File: src/rtl/dmem_arbiter.sv
// dmem_arbiter: two-port data-memory arbiter with lock ownership and misalignment rejection.
// Build option: define DMEM_ARB_ROUND_ROBIN_EN for round-robin contention (default fixed priority).
module dmem_arbiter #(
    parameter int MAX_WAIT = 8
) (
    input  logic        clk,
    input  logic        reset,
    input  logic        p0_req,
    input  logic        p0_we,
    input  logic        p0_lock,
    input  logic [31:0] p0_addr,
    input  logic [2:0]  p0_rwtype,
    input  logic [31:0] p0_wdata,
    output logic        p0_gnt,
    output logic        p0_rvalid,
    output logic [31:0] p0_rdata,
    output logic        p0_err,
    input  logic        p1_req,
    input  logic        p1_we,
    input  logic        p1_lock,
    input  logic [31:0] p1_addr,
    input  logic [2:0]  p1_rwtype,
    input  logic [31:0] p1_wdata,
    output logic        p1_gnt,
    output logic        p1_rvalid,
    output logic [31:0] p1_rdata,
    output logic        p1_err,
    output logic        mem_wen,
    output logic        mem_ren,
    output logic [31:0] mem_addr,
    output logic [2:0]  mem_rwtype,
    output logic [31:0] mem_wdata,
    input  logic [31:0] mem_rdata
);

    localparam int WW = $clog2(MAX_WAIT + 1);
`ifdef DMEM_ARB_ROUND_ROBIN_EN
    localparam bit RR_EN = 1'b1;
`else
    localparam bit RR_EN = 1'b0;
`endif

    typedef enum logic [1:0] {ARB, LOCK0, LOCK1} state_e;

    state_e        state_q, state_d;
    logic          ptr_q, ptr_d;
    logic [WW-1:0] wait_q, wait_d;
    logic [1:0]    rvalid_q, rvalid_d;
    logic [1:0]    err_q, err_d;
    logic [31:0]   rdata0_q, rdata0_d;
    logic [31:0]   rdata1_q, rdata1_d;
    logic          gnt0, gnt1;
    logic          mis0, mis1;
    logic          win1;

    // size 11 is reserved and always rejected
    function automatic logic misaligned(input logic [1:0] size,
                                        input logic [1:0] lsb);
        logic bad;
        case (size)
            2'b00:   bad = 1'b0;
            2'b01:   bad = lsb[0];
            2'b10:   bad = |lsb;
            default: bad = 1'b1;
        endcase
        return bad;
    endfunction

    assign mis0 = misaligned(p0_rwtype[1:0], p0_addr[1:0]);
    assign mis1 = misaligned(p1_rwtype[1:0], p1_addr[1:0]);

    // port 1 wins contention on starvation (fixed) or when it was not last served (round robin)
    assign win1 = (!RR_EN && (wait_q == WW'(MAX_WAIT))) || (RR_EN && !ptr_q);

    // grant decision: lock owner only, otherwise arbitrate; nothing during reset
    always_comb begin
        gnt0 = 1'b0;
        gnt1 = 1'b0;
        if (!reset) begin
            unique case (state_q)
                LOCK0: gnt0 = p0_req;
                LOCK1: gnt1 = p1_req;
                default: begin
                    gnt0 = p0_req && !(p1_req && win1);
                    gnt1 = p1_req && !(p0_req && !win1);
                end
            endcase
        end
    end

    // memory-side mux from the granted port; rejected accesses never touch memory
    always_comb begin
        mem_wen    = 1'b0;
        mem_ren    = 1'b0;
        mem_addr   = '0;
        mem_rwtype = '0;
        mem_wdata  = '0;
        unique case (1'b1)
            gnt0: begin
                mem_wen    = p0_we && !mis0;
                mem_ren    = !p0_we && !mis0;
                mem_addr   = p0_addr;
                mem_rwtype = p0_rwtype;
                mem_wdata  = p0_wdata;
            end
            gnt1: begin
                mem_wen    = p1_we && !mis1;
                mem_ren    = !p1_we && !mis1;
                mem_addr   = p1_addr;
                mem_rwtype = p1_rwtype;
                mem_wdata  = p1_wdata;
            end
            default: ;
        endcase
    end

    // next state: lock ownership, last-grant pointer, starvation counter, responses
    always_comb begin
        state_d  = state_q;
        ptr_d    = ptr_q;
        wait_d   = wait_q;
        rvalid_d = {gnt1 && !p1_we && !mis1, gnt0 && !p0_we && !mis0};
        err_d    = {gnt1 && mis1, gnt0 && mis0};
        rdata0_d = rvalid_d[0] ? mem_rdata : rdata0_q;
        rdata1_d = rvalid_d[1] ? mem_rdata : rdata1_q;
        unique case (state_q)
            ARB: begin
                if (gnt0 && p0_lock) begin
                    state_d = LOCK0;
                end else if (gnt1 && p1_lock) begin
                    state_d = LOCK1;
                end
            end
            LOCK0:   if (!p0_req || !p0_lock) state_d = ARB;
            LOCK1:   if (!p1_req || !p1_lock) state_d = ARB;
            default: state_d = ARB;
        endcase
        if (gnt0) begin
            ptr_d = 1'b0;
        end else if (gnt1) begin
            ptr_d = 1'b1;
        end
        if (RR_EN || !p1_req || gnt1) begin
            wait_d = '0;
        end else if (wait_q != WW'(MAX_WAIT)) begin
            wait_d = wait_q + WW'(1);
        end
    end

    // state registers; reset drops locks and in-flight responses
    always_ff @(posedge clk) begin
        if (reset) begin
            state_q  <= ARB;
            ptr_q    <= 1'b1;
            wait_q   <= '0;
            rvalid_q <= '0;
            err_q    <= '0;
            rdata0_q <= '0;
            rdata1_q <= '0;
        end else begin
            state_q  <= state_d;
            ptr_q    <= ptr_d;
            wait_q   <= wait_d;
            rvalid_q <= rvalid_d;
            err_q    <= err_d;
            rdata0_q <= rdata0_d;
            rdata1_q <= rdata1_d;
        end
    end

    assign p0_gnt    = gnt0;
    assign p1_gnt    = gnt1;
    assign p0_rvalid = rvalid_q[0];
    assign p1_rvalid = rvalid_q[1];
    assign p0_err    = err_q[0];
    assign p1_err    = err_q[1];
    assign p0_rdata  = rdata0_q;
    assign p1_rdata  = rdata1_q;

endmodule

File: config.mk
export PLATFORM = sky130hd
export DESIGN_NAME = dmem_arbiter
export DESIGN_NICKNAME = d
export VERILOG_FILES = /design/src/rtl/dmem_arbiter.sv
export SDC_FILE = /design/constraint.sdc
export NUM_CORES = 1
export LEC_CHECK = 0
export CAP_MARGIN = 10
export CORE_MARGIN = 10
export CORE_UTILIZATION = 35
export DETAILED_ROUTE_END_ITERATION = 12
export GPL_ROUTABILITY_DRIVEN = 0
export GPL_TIMING_DRIVEN = 0
export PLACE_DENSITY = 0.95
export SLEW_MARGIN = 20
export SYNTH_ARGS = -nofsm -noshare
export SYNTH_HDL_FRONTEND = slang
export SYNTH_SLANG_ARGS = --single-unit
File: constraint.sdc
create_clock -name clk -period 3.3 [get_ports clk]
set_input_delay 0.33 -clock clk [delete_from_list [all_inputs] [get_ports clk]]
set_output_delay 0.33 -clock clk [all_outputs]
set_load 0.01 [all_outputs]
---- Word-level counts from Yosys, hierarchy flattened ----
Cells that the tools add are included.
word-level totals
  register bits after elaboration ......... 74
  bits in latches ......................... 0
  bits in writable memories ............... 0
  memory bits (read-only) ................. 0
  input port bits ......................... 174
  output and inout bits ................... 139
  word-level logic and storage cells ...... 71
  memories ................................ 0
cells by class
  add/subtract/negate cells ............... 1
  multipliers ............................. 0
  divide/modulo/power cells ............... 0
  magnitude comparators ................... 0
  equality and inequality tests ........... 11
  shifts and indexed selects .............. 0
  mux-type cells .......................... 16
  bitwise operators ....................... 0
  reduce and logical (&&, ||, !) cells .... 37
operators by type and width
  operator               number
  $pmux W32 S2           2
  $logic_and A1 B1 Y1    16
  $logic_not A1 Y1       11
  $mux W2                4
  $pmux W1 S2            4
  $eq A2 B1 Y1 const B   3
  $eq A2 B2 Y1 const B   3
  $logic_not A2 Y1       3
  $pmux W1 S3            2
  $pmux W2 S3            1
  $pmux W3 S2            1
  $reduce_or A2 Y1       3
  $add A4 B1 Y4 const B  1
  $eq A4 B4 Y1 const B   1
  $ne A2 B2 Y1 const B   2
  $ne A4 B4 Y1 const B   1
  $logic_or A1 B1 Y1     3
  $ne A3 B3 Y1 const B   1
  $reduce_and A3 Y1      1
  $mux W1                2

---- Logic depth before layout (Yosys ltp) ----
  word-level depth ........................ 11
  gate-level depth with buffers ........... 9
  depth with buffers taken out ............ 7

---- Worst setup path before layout ----
No wires, ideal clock.
  kind .................................... flip-flop to output port
  from .................................... reg state_q[0]
  to ...................................... out mem_wen
  arrival ................................. 1795 ps
  data required time ...................... 2970 ps
  slack ................................... 1175 ps
  cell stages (with the launch flop) ...... 10
  path buffers ............................ 2
  path through ............................ dfxtp_1 -> inv_1 -> ha_1 -> nand2b_1 -> o2111ai_2 -> inv_2 -> buf_6 -> buf_2 -> nand3_1 -> o21ai_0
on the way
  word-level cells in the longest chain between the ends .. 4
ends and longest elaborated chain
  what                                          RTL line  source
  from (decl)                                   45        state_e state_q, state_d;
  from (signal assigned)                        161       state_q <= state_d;
  $eq A2 B2 Y1 or $eq A2 B1 Y1 (tied branches)  80        unique case (state_q)
  $pmux W1 S2 (*)                               80
  $mux W1 (*)                                   79        if (!reset) begin
  net p0_gnt                                    14        output logic p0_gnt,
  $pmux W1 S2 (*)                               98        unique case (1'b1)
  to (decl)                                     28        output logic mem_wen,
Mark *: on every way through the listed nets, which the timed path passes. The rest lies on a longest branch.

---- Worst setup path after layout ----
  from .................................... reg state_q[0]
  to ...................................... out mem_wdata[0]
on the way
  word-level cells in the longest chain between the ends .. 4
ends and longest elaborated chain
  what                                          RTL line  source
  $eq A2 B2 Y1 or $eq A2 B1 Y1 (tied branches)  80
  $pmux W1 S2                                   80
  $mux W1                                       79
  $pmux W32 S2 (*)                              98
  to (decl)                                     32        output logic [31:0] mem_wdata,
Every way passes the cells marked *; elsewhere a longest branch is shown, timed or not.

==> impl_metrics.tcl <==
set metrics [dict create \
    status "complete, no violations" \
    ys_seq_elements 74 \
    grt_max_degree 13 \
    reg2reg_from "state_q[0]" \
    die_h_um 123 \
    synth-main-ff-cell "dfxtp_1" \
    hold_violations 0 \
    worstSetupPathType "flip-flop to output port" \
    grt_pass1_vias 5110 \
    yosysWarnings 0 \
    endpoint_kind "output port" \
    synthTopCellsByCount "74 x dfxtp_1, 69 x nand3_1, 67 x a21oi_1, 67 x a22o_1, 61 x o21ai_0" \
    grt_pass1_wl_mm 32.4 \
    synth.largest_area_cell "dfxtp_1" \
    clock_latency_ns 0.34 \
    min_period_over_period 0.962 \
    p_leak_nw 2.58 \
    cts_buffer_depth 2 \
    wl_mm 22.4 \
    critical_path.max_fanout 10 \
    rr_worst_depth 8 \
    htree_num_levels 3 \
    postSynthAreaPerCell_um2 8.36 \
    hold_end "p1_rdata[8]" \
    initial_utilization 0.359 \
    p_total_mw 2.56 \
    num_io_pins 313 \
    critical_path_arrival_ns 2.85 \
    holdBufCountCts 0 \
    via_per_inst 5.73 \
    synthDistinctLibCells 35 \
    die_x_um 123 \
    postSynthCellCount 441 \
    synth_most_common_cell "dfxtp_1" \
    synth_top_area_share 0.402 \
    drt_iter0_drc 460 \
    powerDensity_mw_per_mm2 352 \
    drive_gt1_frac 0.0637 \
    synth_enable_flop_cells 0 \
    utilization 0.707 \
    antenna_found_initial 4 \
    clk_pin_slew_worst_paths_ns 0.08 \
    cts_tree "done" \
    cp-start-kind "flip-flop" \
    timing.rr.end "p0_rdata[23]" \
    num_vias 5199 \
    drt-wirelength-per-cell_um 24.7 \
    io_buffer_count 312 \
    maxSlewViolCount 0 \
    slew_headroom 0.341 \
    numClockSinks 74 \
    tightest_slew_ns 0.978 \
    synthToLayoutAreaGrowth_pct 97.1 \
    rows 37 \
    hold_depth 2 \
    cts_buffers 9 \
    finalSetupViolCount 0 \
    grt.overflow.total 0 \
    worstHoldStart "p1_rdata[8]" \
    drt_pre_antenna_iters 8 \
    fin_worst_skew_ns 0.0116 \
    fin_crit_ns 3.18 \
    die_area_mm2 0.0150 \
    grt_usage 0.279 \
    route.detailed.drc 0 \
    cap_violations 0 \
    antenna_left 0 \
    layout.nets 945 \
    fp.coreArea_mm2 0.0103 \
    fmax_mhz 315 \
    r2r_slack_ns 0.95 \
    hold_path.class "flip-flop to flip-flop" \
    worst_setup_path_startpoint "state_q[0]" \
    worst_ir_drop_vdd_v 0.000284 \
    required_ns 2.97 \
    syn-cell-area_mm2 0.00369 \
    synth_area_leaders "dfxtp_1 40%, a22o_1 16%, nand3_1 9.4%" \
    dp.final_hpwl_mm 18.1 \
    cts_root_buffer "clkbuf_8" \
    async_reset_ff_frac 0 \
    ys_seq_area_frac 0.402 \
    synth_fp_nets 620 \
]
## cells by family after synthesis
kind of cell,count (synthesis),share of synthesized area
compound gates,210,0.365
xor+xnor,3,0.00712
fa+ha+maj,5,0.0170
buf+inv,56,0.0787
flops,74,0.402
simple gates,93,0.130
## flip-flops by register name, summed over array words and instances, names as in the netlist
register,flops
p0_rdata,32
p1_rdata,32
wait_q,4
err_q,2
rvalid_q,2
state_q,2
## worst max-delay path: stages, from the launching register on
cell and delay (ns):
dfxtp_1 0.37, inv_1 0.09, ha_1 0.37, nand2b_1 0.21, o2111ai_4 0.28, inv_2 0.07, buf_6 0.16, buf_6 0.15
a22o_1 0.25, clkdlybuf4s50_1 0.55
## how the worst max path moves through the flow
stage | end | cells past startpoint
3_5_place_dp | mem_wen | 9
3_3_place_gp | mem_wen | 9
6_report | mem_wdata[0] | 9
4_1_cts | mem_wdata[0] | 9
5_1_grt | mem_wen | 10
2_1_floorplan | mem_wen | 9
## routing by layer
metal	vias up	wire length [um]	track usage
met5	-	7	0
met4	2	337	0.0434
met3	35	2720	0.103
met2	334	10900	0.477
met1	2530	8480	0.332
li1	2298	-	-
## through the flow
step	instances	hold WS, ns	TNS (ns)	worst slack, ns	cell area [um^2]
2_1_floorplan	441	0.461	0	1.17	3690
3_3_place_gp	889	0.461	0	0.207	6980
3_5_place_dp	889	0.466	0	0.174	6980
4_1_cts	903	0.476	0	0.0205	7250
5_1_grt	906	0.501	-0.00197	-0.00197	7270
6_report	908	0.474	0	0.125	7270
## report_power, final
group	leakage (nW)	switching, mW	internal [mW]
combinational	1.85	0.319	0.415
clock	0.125	0.335	0.572
sequential	0.598	0.0101	0.911
total	2.58	0.664	1.90
## final cells by class
cell class	instances	area, um^2
clock buffers	9	124
clock inverters	5	129
inverters	9	33.8
flip-flops and latches	74	1480
fillers	767	3010
diodes	3	7.51
multi-input cells	311	1930
plain buffers	47	259
repair buffers	314	3140
well taps	136	170
## layout by cell type (no fill, tap or decap), types with 7 or more instances in the layout
| cell type | Yosys | layout |
|---|---|---|
| o21ai_1 | 8 | 8 |
| inv_1 | 7 | 7 |
| dfxtp_1 | 74 | 74 |
| clkbuf_1 | 18 | 18 |
| buf_2 | 14 | 13 |
| nand3_1 | 69 | 69 |
| o21ai_0 | 61 | 61 |
| clkdlybuf4s50_1 | 0 | 312 |
| a21oi_1 | 67 | 67 |
| a22o_1 | 67 | 67 |
| buf_6 | 8 | 8 |
| clkbuf_8 | 0 | 9 |
## what timing repair did
item	CTS	global route
setup buffers	0	2
pin swaps	0	2
resized for setup	2	0
setup endpoints to repair	62	67
Power figures use the tool's default switching activity.
==> RTL edit (same settings) <==
Take the reset off `rdata1_q` and load it in a clocked block of its own.
--- a/src/rtl/dmem_arbiter.sv
+++ b/src/rtl/dmem_arbiter.sv
@@ -157,5 +157,4 @@
             err_q    <= '0;
             rdata0_q <= '0;
-            rdata1_q <= '0;
         end else begin
             state_q  <= state_d;
@@ -165,6 +164,9 @@
             err_q    <= err_d;
             rdata0_q <= rdata0_d;
-            rdata1_q <= rdata1_d;
         end
+    end
+
+    always_ff @(posedge clk) begin
+        rdata1_q <= rdata1_d;
     end
 
Function: differs if reset is asserted again (counterexample within 4 cycles, from zero or initial values and one cycle with reset high); with reset held inactive, the same outputs for 10 cycles.
==> RTL edit against the unedited design <==
- sequential cell count is the same
- critical path depth up 1
- critical path type unchanged
- global-route usage is 2.5 points lower
- non-clock buffer count decreased by 16
- cell area fell by 3.4%
- clock skew about the same
- wire length down 14%
- power decreased by 11%
- synthesized cell count shrank 25%
- final cell count shrank 13%
- synthesized area decreased by 5.9%
- setup slack improved by 0.050 ns
==> RTL edit: results <==
export IMPL_status="finished clean"
export IMPL_min_delay_worst_endpoint="p0_rdata[0]$_SDFFE_PP0P_"
export IMPL_final_cells=791
export IMPL_critical_path_arrival_ns=2.80
export IMPL_whs_ns=0.408
export IMPL_grt_pass1_wl_mm=28.2
export IMPL_fin_skew_ns=0.0116
export IMPL_port_buffers=311
export IMPL_grtUsageTotal_pct=25.4
export IMPL_leakage_nw=2.80
export IMPL_ys_seq_area_share_pct=51.9
export IMPL_syn_nets=508
export IMPL_hold_path_class="in2reg"
export IMPL_ys_types=36
export IMPL_endpoint="mem_wen"
export IMPL_dpl_hpwl_mm=15.7
export IMPL_place_area_mm2=0.00679
export IMPL_grt_max_degree=22
export IMPL_drive_above_1_share_pct=6.69
export IMPL_reg2reg_to="p1_rdata[4]$_DFFE_PP_"
export IMPL_grt_pass1_vias=4549
export IMPL_layout_nets=833
export IMPL_ir_drop_mv=0.218
export IMPL_dp_cells=774
export IMPL_drtIter0Drc=268
export IMPL_netlist_top_cells_area="edfxtp_1 (28%), dfxtp_1 (24%), a22o_1 (17%), nand3_1 (5.3%), a21oi_1 (4.9%)"
export IMPL_antenna_found_initial=0
export IMPL_routed_wl_mm=19.3
export IMPL_synth_avg_cell_area_um2=10.5
export IMPL_post_place_ws_ns=0.292
export IMPL_drt_first_pass_iters=5
export IMPL_synth_edf_count=32
export IMPL_via_per_inst=5.30
export IMPL_ys_top_cells_by_count="a22o_1 (67), dfxtp_1 (42), nand3_1 (37), a21oi_1 (34), o21ai_0 (34)"
export IMPL_fmax_mhz=320
export IMPL_hp_start="reset"
export IMPL_r2r_slack_ns=0.77
export IMPL_n_antenna_cell=0
export IMPL_r2r_cells=9
## RTL edit: final cells by class
type | instances | area, um2
sequential | 74 | 1800
timing repair buffer | 314 | 3200
multi-input combinational | 214 | 1450
inverter | 10 | 37.5
buffer | 31 | 188
clock inverter | 2 | 12.5
fill | 700 | 2710
tap | 133 | 166
clock buffer | 13 | 159
## RTL edit: kinds of logic after synthesis
| kind of cell | synth area share (%) |
|---|---|
| AOI/OAI and AO/OA | 29.6 |
| xor gates and xnor gates | 0.757 |
| adders and majority gates | 1.80 |
| buffers and inverters | 6.49 |
| DFF | 51.9 |
| and+or+nand+nor | 9.45 |
## RTL edit: layer usage
layer	vias to the layer above	wire length, um	GRT usage [%]
met5	-	0	0
met4	0	303	6.71
met3	24	2540	14.3
met2	238	10200	46.6
met1	2023	6220	23.8
li1	1905	-	-
## RTL edit: power by group
group	total [mW]	switching (mW)	internal (mW)
combinational	0.676	0.277	0.399
sequential	0.982	0.00869	0.973
clock	0.628	0.319	0.309
